`src/rtl/home_inventory_pkg.sv`:
```
// Shared constants for the home inventory measurement sequencer:
// FSM encodings, IRQ source indices and core_status bit positions.
package home_inventory_pkg;

    typedef enum logic [2:0] {
        S_IDLE   = 3'd0,
        S_SETTLE = 3'd1,
        S_REQ    = 3'd2,
        S_STORE  = 3'd3,
        S_WAIT   = 3'd4
    } state_e;

    localparam int NUM_IRQ     = 3;
    localparam int IRQ_DONE    = 0;
    localparam int IRQ_TIMEOUT = 1;
    localparam int IRQ_OVERRUN = 2;

    localparam int ST_BUSY     = 0;
    localparam int ST_PEND_LSB = 1;
    localparam int ST_DONE     = 4;
    localparam int ST_CH_LSB   = 5;

endpackage

```
`src/rtl/home_inventory_next_ch.sv`:
```
// Combinational next-set-bit finder: lowest set mask bit (first=1) or the
// lowest set bit strictly above cur (first=0).
module home_inventory_next_ch #(
    parameter int NUM_CH = 4,
    parameter int CH_W   = 3
) (
    input  logic [NUM_CH-1:0] mask,
    input  logic [CH_W-1:0]   cur,
    input  logic              first,
    output logic [CH_W-1:0]   ch,
    output logic              found
);

    always_comb begin
        ch    = '0;
        found = 1'b0;
        // Descending scan so the lowest qualifying bit is the last one written.
        for (int i = NUM_CH - 1; i >= 0; i--) begin
            if (mask[i] && (first || (i > int'(cur)))) begin
                ch    = CH_W'(i);
                found = 1'b1;
            end
        end
    end

endmodule

```
`src/rtl/home_inventory_seq.sv`:
```
// Measurement sequencer: sweeps enabled load-cell channels through the ADC port.
// Define HOME_INV_SEQ_PERIODIC_EN to enable the auto-repeat WAIT state.
module home_inventory_seq
    import home_inventory_pkg::*;
#(
    parameter int NUM_CH      = 4,
    parameter int CH_W        = 3,
    parameter int DATA_W      = 24,
    parameter int SETTLE_CYC  = 16,
    parameter int TIMEOUT_CYC = 1024,
    parameter int PERIOD_W    = 16
) (
    input  logic                wb_clk_i,
    input  logic                wb_rst_ni,
    input  logic                ctrl_enable,
    input  logic                ctrl_start,
    input  logic [2:0]          irq_en,
    input  logic [2:0]          irq_clr_i,
    input  logic [NUM_CH-1:0]   ch_mask_i,
    input  logic [PERIOD_W-1:0] period_i,
    output logic                adc_req_o,
    output logic [CH_W-1:0]     adc_ch_o,
    input  logic                adc_ack_i,
    input  logic [DATA_W-1:0]   adc_data_i,
    output logic                res_we_o,
    output logic [CH_W-1:0]     res_ch_o,
    output logic [DATA_W-1:0]   res_data_o,
    output logic [7:0]          core_status,
    output logic                irq_o
);

    localparam int CNT_A = $clog2(TIMEOUT_CYC + 1);
    localparam int CNT_B = $clog2(SETTLE_CYC + 1);
    localparam int CNT_C = (CNT_A > CNT_B) ? CNT_A : CNT_B;
    localparam int CNT_W = (CNT_C > PERIOD_W) ? CNT_C : PERIOD_W;

    state_e              state_q, state_d;
    logic [NUM_CH-1:0]   mask_q, mask_d;
    logic [CH_W-1:0]     ch_q, ch_d;
    logic [CNT_W-1:0]    cnt_q, cnt_d;
    logic                req_q, req_d;
    logic                res_we_q, res_we_d;
    logic [CH_W-1:0]     res_ch_q, res_ch_d;
    logic [DATA_W-1:0]   res_data_q, res_data_d;
    logic [NUM_IRQ-1:0]  pend_q, pend_d, pend_set;
    logic                done_q, done_d;
    logic                irq_q, irq_d;
    logic                busy, sweep_end;
    logic [CH_W-1:0]     nxt_ch;
    logic                nxt_found;

`ifndef HOME_INV_SEQ_PERIODIC_EN
    logic unused_period;
    assign unused_period = ^period_i;
`endif

    home_inventory_next_ch #(.NUM_CH(NUM_CH), .CH_W(CH_W)) u_next_ch (
        .mask  (mask_q),
        .cur   (ch_q),
        .first (state_q == S_SETTLE),
        .ch    (nxt_ch),
        .found (nxt_found)
    );

    assign busy = (state_q == S_SETTLE) || (state_q == S_REQ) || (state_q == S_STORE);

    always_comb begin
        state_d    = state_q;
        mask_d     = mask_q;
        ch_d       = ch_q;
        cnt_d      = cnt_q;
        req_d      = req_q;
        res_we_d   = 1'b0;
        res_ch_d   = res_ch_q;
        res_data_d = res_data_q;
        done_d     = done_q;
        pend_set   = '0;
        sweep_end  = 1'b0;

        if (ctrl_start && busy) pend_set[IRQ_OVERRUN] = 1'b1;

        case (state_q)
            S_IDLE: begin
                if (ctrl_start && ctrl_enable) begin
                    if (|ch_mask_i) begin
                        mask_d  = ch_mask_i;
                        cnt_d   = '0;
                        done_d  = 1'b0;
                        state_d = S_SETTLE;
                    end else begin
                        pend_set[IRQ_DONE] = 1'b1;
                    end
                end
            end
            S_SETTLE: begin
                if (!ctrl_enable) begin
                    state_d = S_IDLE;
                end else if (cnt_q == CNT_W'(SETTLE_CYC - 1)) begin
                    cnt_d = '0;
                    if (nxt_found) begin
                        ch_d    = nxt_ch;
                        req_d   = 1'b1;
                        state_d = S_REQ;
                    end else begin
                        sweep_end = 1'b1;
                    end
                end else begin
                    cnt_d = cnt_q + CNT_W'(1);
                end
            end
            S_REQ: begin
                // An ack always completes its result write, even while aborting.
                if (adc_ack_i) begin
                    req_d      = 1'b0;
                    res_we_d   = 1'b1;
                    res_ch_d   = ch_q;
                    res_data_d = adc_data_i;
                    state_d    = ctrl_enable ? S_STORE : S_IDLE;
                end else if (!ctrl_enable) begin
                    req_d   = 1'b0;
                    state_d = S_IDLE;
                end else if (cnt_q == CNT_W'(TIMEOUT_CYC - 1)) begin
                    req_d                 = 1'b0;
                    pend_set[IRQ_TIMEOUT] = 1'b1;
                    state_d               = S_IDLE;
                end else begin
                    cnt_d = cnt_q + CNT_W'(1);
                end
            end
            S_STORE: begin
                if (!ctrl_enable) begin
                    state_d = S_IDLE;
                end else if (nxt_found) begin
                    ch_d    = nxt_ch;
                    cnt_d   = '0;
                    req_d   = 1'b1;
                    state_d = S_REQ;
                end else begin
                    sweep_end = 1'b1;
                end
            end
`ifdef HOME_INV_SEQ_PERIODIC_EN
            S_WAIT: begin
                if (!ctrl_enable) begin
                    state_d = S_IDLE;
                end else if (ctrl_start || (cnt_q == CNT_W'(period_i) - CNT_W'(1))) begin
                    if (ctrl_start) done_d = 1'b0;
                    mask_d  = ch_mask_i;
                    cnt_d   = '0;
                    state_d = S_SETTLE;
                end else begin
                    cnt_d = cnt_q + CNT_W'(1);
                end
            end
`endif
            default: state_d = S_IDLE;
        endcase

        if (sweep_end) begin
            pend_set[IRQ_DONE] = 1'b1;
            done_d             = 1'b1;
            state_d            = S_IDLE;
`ifdef HOME_INV_SEQ_PERIODIC_EN
            if (period_i != '0) begin
                cnt_d   = '0;
                state_d = S_WAIT;
            end
`endif
        end

        // New events beat a simultaneous write-1-to-clear.
        pend_d = (pend_q & ~irq_clr_i) | pend_set;
        irq_d  = |(pend_q & irq_en);
    end

    always_ff @(posedge wb_clk_i) begin
        if (!wb_rst_ni) begin
            state_q    <= S_IDLE;
            mask_q     <= '0;
            ch_q       <= '0;
            cnt_q      <= '0;
            req_q      <= 1'b0;
            res_we_q   <= 1'b0;
            res_ch_q   <= '0;
            res_data_q <= '0;
            pend_q     <= '0;
            done_q     <= 1'b0;
            irq_q      <= 1'b0;
        end else begin
            state_q    <= state_d;
            mask_q     <= mask_d;
            ch_q       <= ch_d;
            cnt_q      <= cnt_d;
            req_q      <= req_d;
            res_we_q   <= res_we_d;
            res_ch_q   <= res_ch_d;
            res_data_q <= res_data_d;
            pend_q     <= pend_d;
            done_q     <= done_d;
            irq_q      <= irq_d;
        end
    end

    always_comb begin
        core_status                         = '0;
        core_status[ST_BUSY]                = busy;
        core_status[ST_PEND_LSB +: NUM_IRQ] = pend_q;
        core_status[ST_DONE]                = done_q;
        core_status[ST_CH_LSB +: CH_W]      = ch_q;
    end

    assign adc_req_o  = req_q;
    assign adc_ch_o   = ch_q;
    assign res_we_o   = res_we_q;
    assign res_ch_o   = res_ch_q;
    assign res_data_o = res_data_q;
    assign irq_o      = irq_q;

endmodule

```
`config.mk`:
```
export PLATFORM = sky130hd
export DESIGN_NAME = home_inventory_seq
export DESIGN_NICKNAME = d
export VERILOG_FILES = /design/src/rtl/home_inventory_pkg.sv /design/src/rtl/home_inventory_next_ch.sv /design/src/rtl/home_inventory_seq.sv
export SDC_FILE = /design/constraint.sdc
export NUM_CORES = 1
export LEC_CHECK = 0
export ABC_AREA = 1
export CAP_MARGIN = 20
export CORE_ASPECT_RATIO = 0.75
export CORE_MARGIN = 4
export CORE_UTILIZATION = 41
export CTS_CLUSTER_DIAMETER = 40
export DETAILED_ROUTE_END_ITERATION = 12
export PLACE_DENSITY_LB_ADDON = 0.25
export SYNTH_ARGS = -nofsm -noshare
export SYNTH_HDL_FRONTEND = slang
export SYNTH_SLANG_ARGS = --single-unit
```
`constraint.sdc`:
```
create_clock -name wb_clk_i -period 2 [get_ports wb_clk_i]
set_clock_uncertainty 0.2 [all_clocks]
set_input_delay 0.5 -clock wb_clk_i [delete_from_list [all_inputs] [get_ports wb_clk_i]]
set_output_delay 0.5 -clock wb_clk_i [all_outputs]
set_load 0.02 [all_outputs]
```
==> run metrics, run 1 <==
ant diodes 0; Syn. warnings 0; cell area after synthesis 2820 sq um; CTS buffer count 9; async set-reset flop share out of synthesis 0%; average wire per standard cell 13.0 microns; critical path class reg -> reg; worst hold path class reg -> reg; largest fanout on the critical path 7; top post-synthesis cells by count 105 x nand2_1, 98 x nor2_1, 57 x dfxtp_1; Main synth FF type dfxtp_1; crit path DAT between 2000 and 2500 ps; mean post-synth cell area 6.68 sq um; post-route cell area 4330 sq um; DRC violations left 0; placed instance area 3840 sq um; final setup fails 0; critical path's largest stage delay 370 ps; Core ar. 6470 sq um; fmax 0.505 GHz; CTS tree built; Max VDD drop ~600 uV; part of the Yosys area used for sequential elements 40.5%; drt pass-1 iters 4; Setup WS pre-CTS -454 ps; vias in the first global route 2862; setup TNS 0 ps; Post-DRT Antenna Nets 0; flop2flop setup slack 20 ps; gr ovfl total 0; shortest period the worst path allows approximately 2000 ps; synthesis-to-finish area growth 53.4%; PwrDens 1020 nW/um^2; crit end category register; synth unique cells 28; die area 8280 sq um; Hold Fails Final Rpt 0; initial DRC count between 150 and 200; Critical Path Start Type register; Max-Cap Viols 0; clock sinks 57; required time worst endpoint 2070 ps; total power 0.00441 W; first-pass GRT wire length 13100 microns; Skew-Pair Late Insertion Delay 330 ps; via count approximately 3000; global placer's final weighted congestion around 0.9; post-DP HPWL ~5600 microns; count of final max-slew check failures 0; vias per cell 4.85; number of synthesized flops with an enable pin 0; FF+latch count, synth 57; share of cells above drive strength 1 20.4%; Critical Path Slowest Stage Cell dfxtp_4; P_leak 2.18 nW; die width 104 microns; top-count cell post-synth nand2_1; Global Route Usage Sum 19.5%; number of I/O pins 96; H-Tree Depth 3; most used cell, CP inv_4; CTS Hold Bufs 0; # nets final 596; synth top area cells dfxtp_1 40%, nand2_1 14%, nor2_1 13%; largest net degree at the start of global routing 26; Initial Util 43.5%; status complete, no violations; cell taking the most area after synthesis dfxtp_1; port bufs 76; Mapped Cells 422; Core Rows 25; Setup WS post-layout just under 20 ps; CP cell instances inv_4 > buf_6 > ha_4 > inv_4 > nand3_2 > nand2_2 > a21oi_4 > nand3_4 > nor2_4 > nand2_1 > a21oi_1; Die H 79.8 microns; Total Routed Length 8040 microns; root buffer selected by CTS clkbuf_8; initial antenna violation count 0; number of fill cells 578; Final Cycle Share ~99%; clk buf depth 2; clock slew at reported path FFs 60 ps; RSZ-0062 raised after global routing true; Yosys top cell area share 40.5%
## cells in the final DEF (no fill, tap or decap), drive strengths merged, types with 2 or more instances in the layout
master | netlist | final
xnor2 | 2 | 2
dlymetal6s2s | 0 | 20
o21bai | 2 | 2
clkinv | 2 | 4
nor2 | 104 | 105
ha | 6 | 6
dfxtp | 57 | 57
buf | 8 | 41
conb | 1 | 3
a21oi | 26 | 26
xor2 | 2 | 2
nand4 | 3 | 3
clkbuf | 9 | 12
nand2 | 107 | 107
dlygate4sd2 | 0 | 19
nand3 | 23 | 23
inv | 33 | 33
clkdlybuf4s50 | 0 | 36
o21ai | 34 | 34
## worst paths after layout
path	from	endpoint	cells after the start
worst max-delay path	state_q[0]	cnt_q[12]	11
worst min-delay path	mask_q[0]	mask_q[0]	2
worst max register to register	state_q[0]	cnt_q[12]	11
worst min register to register	mask_q[0]	mask_q[0]	2
## power by group
group | internal (W) | switching (W)
clock | 0.000633 | 0.000450
sequential | 0.00128 | 0.0000859
combinational | 0.000894 | 0.00107
total | 0.00280 | 0.00161
## layout make-up
cell class	count	area, sq um	share of cell area, %
Tap cell	81	101	2.34
Inverter	35	146	3.38
Timing Repair Buffer	116	1110	25.6
Clock buffer	12	155	3.59
Clock inverter	3	40.0	0.926
Multi-Input combinational cell	316	1630	37.6
Sequential cell	57	1150	26.6
## worst max-delay path, delay by kind of cell, from the launching register on
| kind | cells | cell delay [ps] |
|---|---|---|
| AND/OR/NAND/NOR | 5 | 650 |
| flip-flops | 1 | 370 |
| AO/OA/AOI/OAI | 2 | 320 |
| buffers and inverters | 3 | 210 |
| adder cells (fa/ha/maj) | 1 | 140 |
## kinds of logic (layout without fill, tap and decap cells)
kind of cell	Yosys count	in the layout	share of synthesized area, %
other	1	3	0.133
buffers and inverters	52	166	8.26
xor gates and xnor gates	4	4	1.24
adders and majority gates	6	6	2.66
and+or+nand+nor	238	239	34.9
AOI/OAI and AO/OA	64	64	12.3
DFF	57	57	40.5
## routing by layer
| layer | track usage [%] | wire (microns) |
|---|---|---|
| met5 | 0 | 0 |
| met4 | 6.77 | 89 |
| met3 | 7.11 | 442 |
| met2 | 33.9 | 4010 |
| met1 | 22.5 | 3500 |
## sequential cells by signal, summed over array words and instances, names as in the netlist
name and cells:
done_q 1, res_data_o 24, res_we_o 1, mask_q 4, pend_q 3, adc_ch_o 2, state_q 2, adc_req_o 1
irq_o 1, cnt_q 16, res_ch_o 2
## what timing repair did
action	CTS	global route
buffers inserted	3	5
gates cloned	1	0
endpoints found under the setup margin	37	64
resized for setup	32	73
pin swaps	4	13
## stage by stage
stage	hold slack, ps	util [%]	cells
final	270	66.8	620
after global routing	265	66.8	620
after CTS	269	62.6	615
after detailed placement	259	59.3	596
after global placement	247	59.3	596
after floorplan	241	-	424
Note: power is estimated with default switching activity, not from simulation.
==> inputs of run 2 (changes only) <==
--- a/config.mk
+++ b/config.mk
@@ -5,14 +5,15 @@
 export SDC_FILE = /design/constraint.sdc
 export NUM_CORES = 1
 export LEC_CHECK = 0
-export ABC_AREA = 1
+export ABC_AREA = 0
 export CAP_MARGIN = 20
 export CORE_ASPECT_RATIO = 0.75
-export CORE_MARGIN = 4
+export CORE_MARGIN = 3
 export CORE_UTILIZATION = 41
 export CTS_CLUSTER_DIAMETER = 40
 export DETAILED_ROUTE_END_ITERATION = 12
 export PLACE_DENSITY_LB_ADDON = 0.25
+export SETUP_SLACK_MARGIN = 0.02
 export SYNTH_ARGS = -nofsm -noshare
 export SYNTH_HDL_FRONTEND = slang
 export SYNTH_SLANG_ARGS = --single-unit
==> run metrics, run 2 <==
status complete, but fails checks; failing checks negative setup slack; number of I/O pins 96 (unchanged); synthesis-to-finish area growth 67.0%; Setup WS post-layout -475 ps (-494 ps); Yosys top cell area share 39.8% (-0.65 points); share of cells above drive strength 1 32.0% (+12 points); Global Route Usage Sum 25.4% (+5.9 points); top-count cell post-synth nand2_1; crit path DAT 2510 ps (+460 ps); Hold Fails Final Rpt 0 (unchanged); Skew-Pair Late Insertion Delay 340 ps (about the same); Initial Util 43.8% (+0.29 points); Reg2Reg Launch Point cnt_q[12]; part of the Yosys area used for sequential elements 39.8% (-0.65 points); global placer's final weighted congestion 0.913 (+1.6%); number of synthesized flops with an enable pin 0 (unchanged); average wire per standard cell 17.1 microns (+32%); Post-DRT Antenna Nets 0 (unchanged); Setup WS pre-CTS -693 ps (-240 ps); gr ovfl total 0 (unchanged); Mapped Cells 359 (-15%); ant diodes 0 (unchanged); H-Tree Depth 3 (unchanged); clk buf depth 2 (unchanged); vias per cell 5.64 (+16%); commonest non-fill, non-tap cell in the layout buf_4; clock slew at reported path FFs 70 ps (about the same); crit end category register; vias in the first global route 3170 (+11%); Die H 78.4 microns (-1.8%); Core ar. 6540 sq um (+0.97%); r2r endpoint cnt_q[13]; CTS tree built; async set-reset flop share out of synthesis 0% (unchanged); largest net degree at the start of global routing 40 (+54%); die area 8040 sq um (-2.9%); mean post-synth cell area 7.98 sq um (+19%); Main synth FF type dfxtp_1; Core Rows 25 (unchanged); largest fanout on the critical path 4 (-3); post-DP HPWL 6760 microns (+21%); CTS buffer count 9 (unchanged); final setup fails 24 (+24); Max VDD drop 415 uV (-31%); DRC violations left 0 (unchanged); hold_sp res_data_o[22]; fmax 0.404 GHz (-20%); CP cell instances or4_4 > buf_4 > o41a_1 > buf_4 > o21ai_4 > nor3_2 > buf_4 > a32o_1; first-pass GRT wire length 15900 microns (+21%); cell area after synthesis 2870 sq um (+1.6%); die width 103 microns (-1.2%); synth top area cells dfxtp_1 40%, nand2_1 9.6%, a21oi_1 6.6%; port bufs 76 (unchanged); commonest cells after routing, fill and taps aside 78 x buf_4, 71 x nand2_1, 51 x dfxtp_1, 38 x clkdlybuf4s50_1, 36 x dlygate4sd2_1; FF+latch count, synth 57 (unchanged); final core occ 73.2% (+6.4 points); hold endpoint res_data_o[22]; shortest period the worst path allows 2480 ps (+494 ps); PwrDens 712 nW/um^2 (-30%); cell taking the most area after synthesis dfxtp_1; count of final max-slew check failures 0 (unchanged); clock sinks 57 (unchanged); Critical Path Start Type register; P_leak 1.98 nW (-9.1%); Final Cycle Share 124% (+25 points); initial DRC count 285 (+80%); root buffer selected by CTS clkbuf_8; via count 3361 (+12%); Max-Cap Viols 0 (unchanged); drt pass-1 iters 5 (+1); critical path's largest stage delay 540 ps (+170 ps); Setup crit start cnt_q[12]; CTS Hold Bufs 0 (unchanged); critical path class reg -> reg; initial antenna violation count 0 (unchanged); required time worst endpoint 2030 ps (-40 ps); Total Routed Length 10200 microns (+27%); top post-synthesis cells by count 73 x nand2_1, 57 x dfxtp_1, 38 x a21oi_1; max FFs per register 24 (unchanged); reg2reg path depth 8 (-3); synth unique cells 56 (+100%); hold depth 2 (unchanged); # nets final 571 (-4.2%); most used cell, CP buf_4; flop2flop setup slack -480 ps (-490 ps); worst hold path class reg -> reg; Syn. warnings 0 (unchanged); Critical Path Slowest Stage Cell or4_4; setup TNS -9590 ps (-9590 ps); RSZ-0062 raised after global routing true
[run 2: changes by cell type after synthesis, moves of 5 or more]
cell	before	now
a211oi_1	0	12
a21oi_1	23	38
a22oi_1	0	5
inv_1	30	14
nand2_1	105	73
nand2b_1	0	8
nand3_1	21	11
nor2_1	98	14
nor3_1	0	11
o21ai_0	34	5
o2bb2ai_1	0	7
o32ai_1	0	6
or2_2	0	6
[run 2: how the worst max path moves through the flow]
stage	endpoint	slack, ps
6_report	cnt_q[13]	-480
5_1_grt	cnt_q[13]	-560
3_3_place_gp	cnt_q[12]	-680
3_5_place_dp	cnt_q[13]	-690
2_1_floorplan	cnt_q[11]	-380
4_1_cts	cnt_q[13]	-410
[run 2: metal layers]
metal / up-vias / track usage [%] / share of wire (%)
met5: - / 0 / 0
met4: 0 / 7.34 / 2.2
met3: 36 / 10.7 / 8.9
met2: 160 / 38.6 / 46
met1: 1575 / 32.8 / 43
li1: 1590 / - / -
[run 2: timing repair]
item	CTS	global route
pin swaps	21	16
setup endpoints to repair	60	39
setup buffers	7	6
gates resized for setup	67	23
[run 2: through the flow]
step | hold slack, ps | cells | power, W | area (sq um)
final | 253 | 596 | 0.00341 | 4790
after global routing | 282 | 596 | 0.00356 | 4790
after CTS | 253 | 591 | 0.00330 | 4640
after detailed placement | 248 | 569 | 0.00213 | 4330
after global placement | 241 | 569 | 0.00211 | 4330
after floorplan | 237 | 361 | 0.00176 | 3010
[run 2: layout make-up]
type,instances,area (sq um)
clock buffers,10,138
clock inverters,6,57.6
fillers,494,1750
inverters,14,57.6
multi-input cells,261,1790
flip-flops and latches,57,1150
well taps,81,101
repair buffers,167,1500
[run 2: logic make-up (layout without fill, tap and decap cells)]
group	Yosys count	in the layout	share of synthesized area [%]
flops	57	57	39.8
compound gates	100	100	24.5
other cells	1	3	0.131
buf+inv	43	197	6.99
simple gates	152	152	26.0
fa+ha+maj	6	6	2.62
[run 2: worst max-delay path: cells and delay by family, from the launching register on]
kind            cells  cell delay, ps
compound gates      3             730
flops               1             330
simple gates        2             610
buf+inv             3             500
[run 2: power by group]
part,switching (W),internal (W),leakage (nW)
clock network,0.000490,0.000600,0.102
registers,0.0000298,0.00117,0.463
logic,0.000557,0.000564,1.41
total,0.00108,0.00233,1.98
==> inputs of run 3 (changes only) <==
--- a/config.mk
+++ b/config.mk
@@ -9,9 +9,10 @@
 export CAP_MARGIN = 20
 export CORE_ASPECT_RATIO = 0.75
 export CORE_MARGIN = 3
-export CORE_UTILIZATION = 41
+export CORE_UTILIZATION = 46
 export CTS_CLUSTER_DIAMETER = 40
 export DETAILED_ROUTE_END_ITERATION = 12
+export MAX_ROUTING_LAYER = met4
 export PLACE_DENSITY_LB_ADDON = 0.25
 export SETUP_SLACK_MARGIN = 0.02
 export SYNTH_ARGS = -nofsm -noshare
==> constraint.sdc (replaced) <==
create_clock -name wb_clk_i -period 2.7 [get_ports wb_clk_i]
set_clock_uncertainty 0.2 [all_clocks]
set_input_delay 0.675 -clock wb_clk_i [delete_from_list [all_inputs] [get_ports wb_clk_i]]
set_output_delay 0.675 -clock wb_clk_i [all_outputs]
set_load 0.02 [all_outputs]
==> run metrics, run 3 (same netlist as run 2, synthesis figures left out) <==
Worst Hold Slack 253 ps (-0.160 ps); number of fill cells 489 (-1.0%); CTS buffer count 9 (unchanged); post-route cell area 4040 sq um (-16%); via count 3000 (-11%); Hold Fails Final Rpt 0 (unchanged); Skew-Pair Late Insertion Delay 340 ps (about the same); drt pass-1 iters 4 (-1); PwrDens 562 nW/um^2 (-21%); clock sinks 57 (unchanged); die width 97.1 microns (-5.3%); first-pass GRT wire length 12900 microns (-19%); final setup fails 0 (-100%); H-Tree Depth 3 (unchanged); number of I/O pins 96 (unchanged); average wire per standard cell 14.9 microns (-13%); clock slew at reported path FFs 70 ps (about the same); initial antenna violation count 0 (unchanged); Max-Cap Viols 0 (unchanged); Non-Filler Instances 535 (-10%); post-DP HPWL 5690 microns (-16%); DRC violations left 0 (unchanged); Total Routed Length 7990 microns (-22%); Global Route Usage Sum 22.8% (-2.6 points); share of cells above drive strength 1 13.3% (-19 points); Setup WS post-layout 130 ps (+605 ps); CTS tree built; flop2flop setup slack 130 ps (+600 ps); gr ovfl total 0 (unchanged); largest net degree at the start of global routing 28 (-30%); root buffer selected by CTS clkbuf_8; Core Rows 24 (-4.0%); ant diodes 0 (unchanged); Initial Util 48.4% (+4.6 points); max FFs per register 24 (unchanged); clk buf depth 2 (unchanged); required time worst endpoint 2740 ps (+710 ps); crit path DAT 2610 ps (+100 ps); Die H 74.4 microns (-5.2%); worst slew pin tran 577 ps; crit end category register; die area 7220 sq um (-10%); vias in the first global route 2782 (-12%); global placer's final weighted congestion 0.918 (+0.60%); P_leak 1.41 nW (-29%); Post-DRT Antenna Nets 0 (unchanged); Final Cycle Share 95.2% (-29 points); setup TNS 0 ps (+9590 ps); synthesis-to-finish area growth 40.8%; Max VDD drop 334 uV (-19%); fmax 0.389 GHz (-3.7%); Core ar. 5920 sq um (-9.5%); vias per cell 5.61 (-0.56%); largest fanout on the critical path 16 (+12); shortest period the worst path allows 2570 ps (+95.4 ps); # nets final 513 (-10%); commonest cells after routing, fill and taps aside 75 x clkdlybuf4s50_1, 73 x nand2_1, 57 x dfxtp_1, 38 x a21oi_1, 33 x buf_4; critical path class reg -> reg; worst hold path class reg -> reg; initial DRC count 199 (-30%); count of final max-slew check failures 0 (unchanged); Post-CTS Setup Bufs 0 (-7); DP Cell Count 519 (-8.8%); port bufs 76 (unchanged); Critical Path Start Type register; Rel. slew slack 61.2%; status complete, no violations; placed instance area 3830 sq um (-12%); RSZ-0062 raised after global routing false; commonest non-fill, non-tap cell in the layout clkdlybuf4s50_1; Setup WS pre-CTS -170 ps (+523 ps)
[run 3: layer usage]
layer  vias to the layer above  wire length [microns]  share of wire (%)  track usage, %
met5                         -                      0                  0               -
met4                         0                    109                1.4            7.79
met3                        14                    671                8.4            8.34
met2                       106                   3540                 44            34.6
met1                      1411                   3670                 46            28.4
li1                       1469                      -                  -               -
[run 3: report_power, final]
part / internal, W / total (W) / switching, W
logic: 0.000269 / 0.000572 / 0.000303
clock network: 0.000431 / 0.000808 / 0.000377
registers: 0.000865 / 0.000885 / 0.0000205
total: 0.00156 / 0.00227 / 0.000701
[run 3: area by class of cell]
cell class                      instances  area [sq um]  share of cell area [%]
Clock buffer                            9           124                    3.07
Clock inverter                          7          78.8                    1.95
Timing Repair Buffer                  109          1010                    25.0
Sequential cell                        57          1140                    28.3
Multi-Input combinational cell        261          1530                    38.0
Tap cell                               78          97.6                    2.42
Inverter                               14          52.6                    1.30
[run 3: worst paths after layout]
check / startpoint / endpoint / cells past startpoint
setup / recovery: cnt_q[12] / cnt_q[11] / 5
hold / removal: res_data_o[11] / res_data_o[11] / 2
setup reg to reg: cnt_q[12] / cnt_q[11] / 5
hold reg to reg: res_data_o[11] / res_data_o[11] / 2
[run 3: what timing repair did]
| action | 4_1_cts | 5_1_grt |
|---|---|---|
| gates resized for setup | 1 | 1 |
| hold buffers | 0 | 0 |
| setup endpoints to repair | 1 | 6 |
| gates cloned | 0 | 0 |
| pin swaps | 0 | 0 |
[run 3: through the flow]
| stage | util [%] | total power, W |
|---|---|---|
| after global placement | 64.8 | 0.00145 |
| after detailed placement | 64.8 | 0.00146 |
| final | 68.2 | 0.00227 |
| after global routing | 68.2 | 0.00236 |
| after CTS | 68.2 | 0.00226 |
| after floorplan | - | 0.00123 |
[run 3: critical path, cell delays in order (launching register included)]
cell and delay [ps]:
dfxtp_1 350, or4_4 550, o41a_1 520, o21a_4 310, a211o_1 280, a32o_1 250
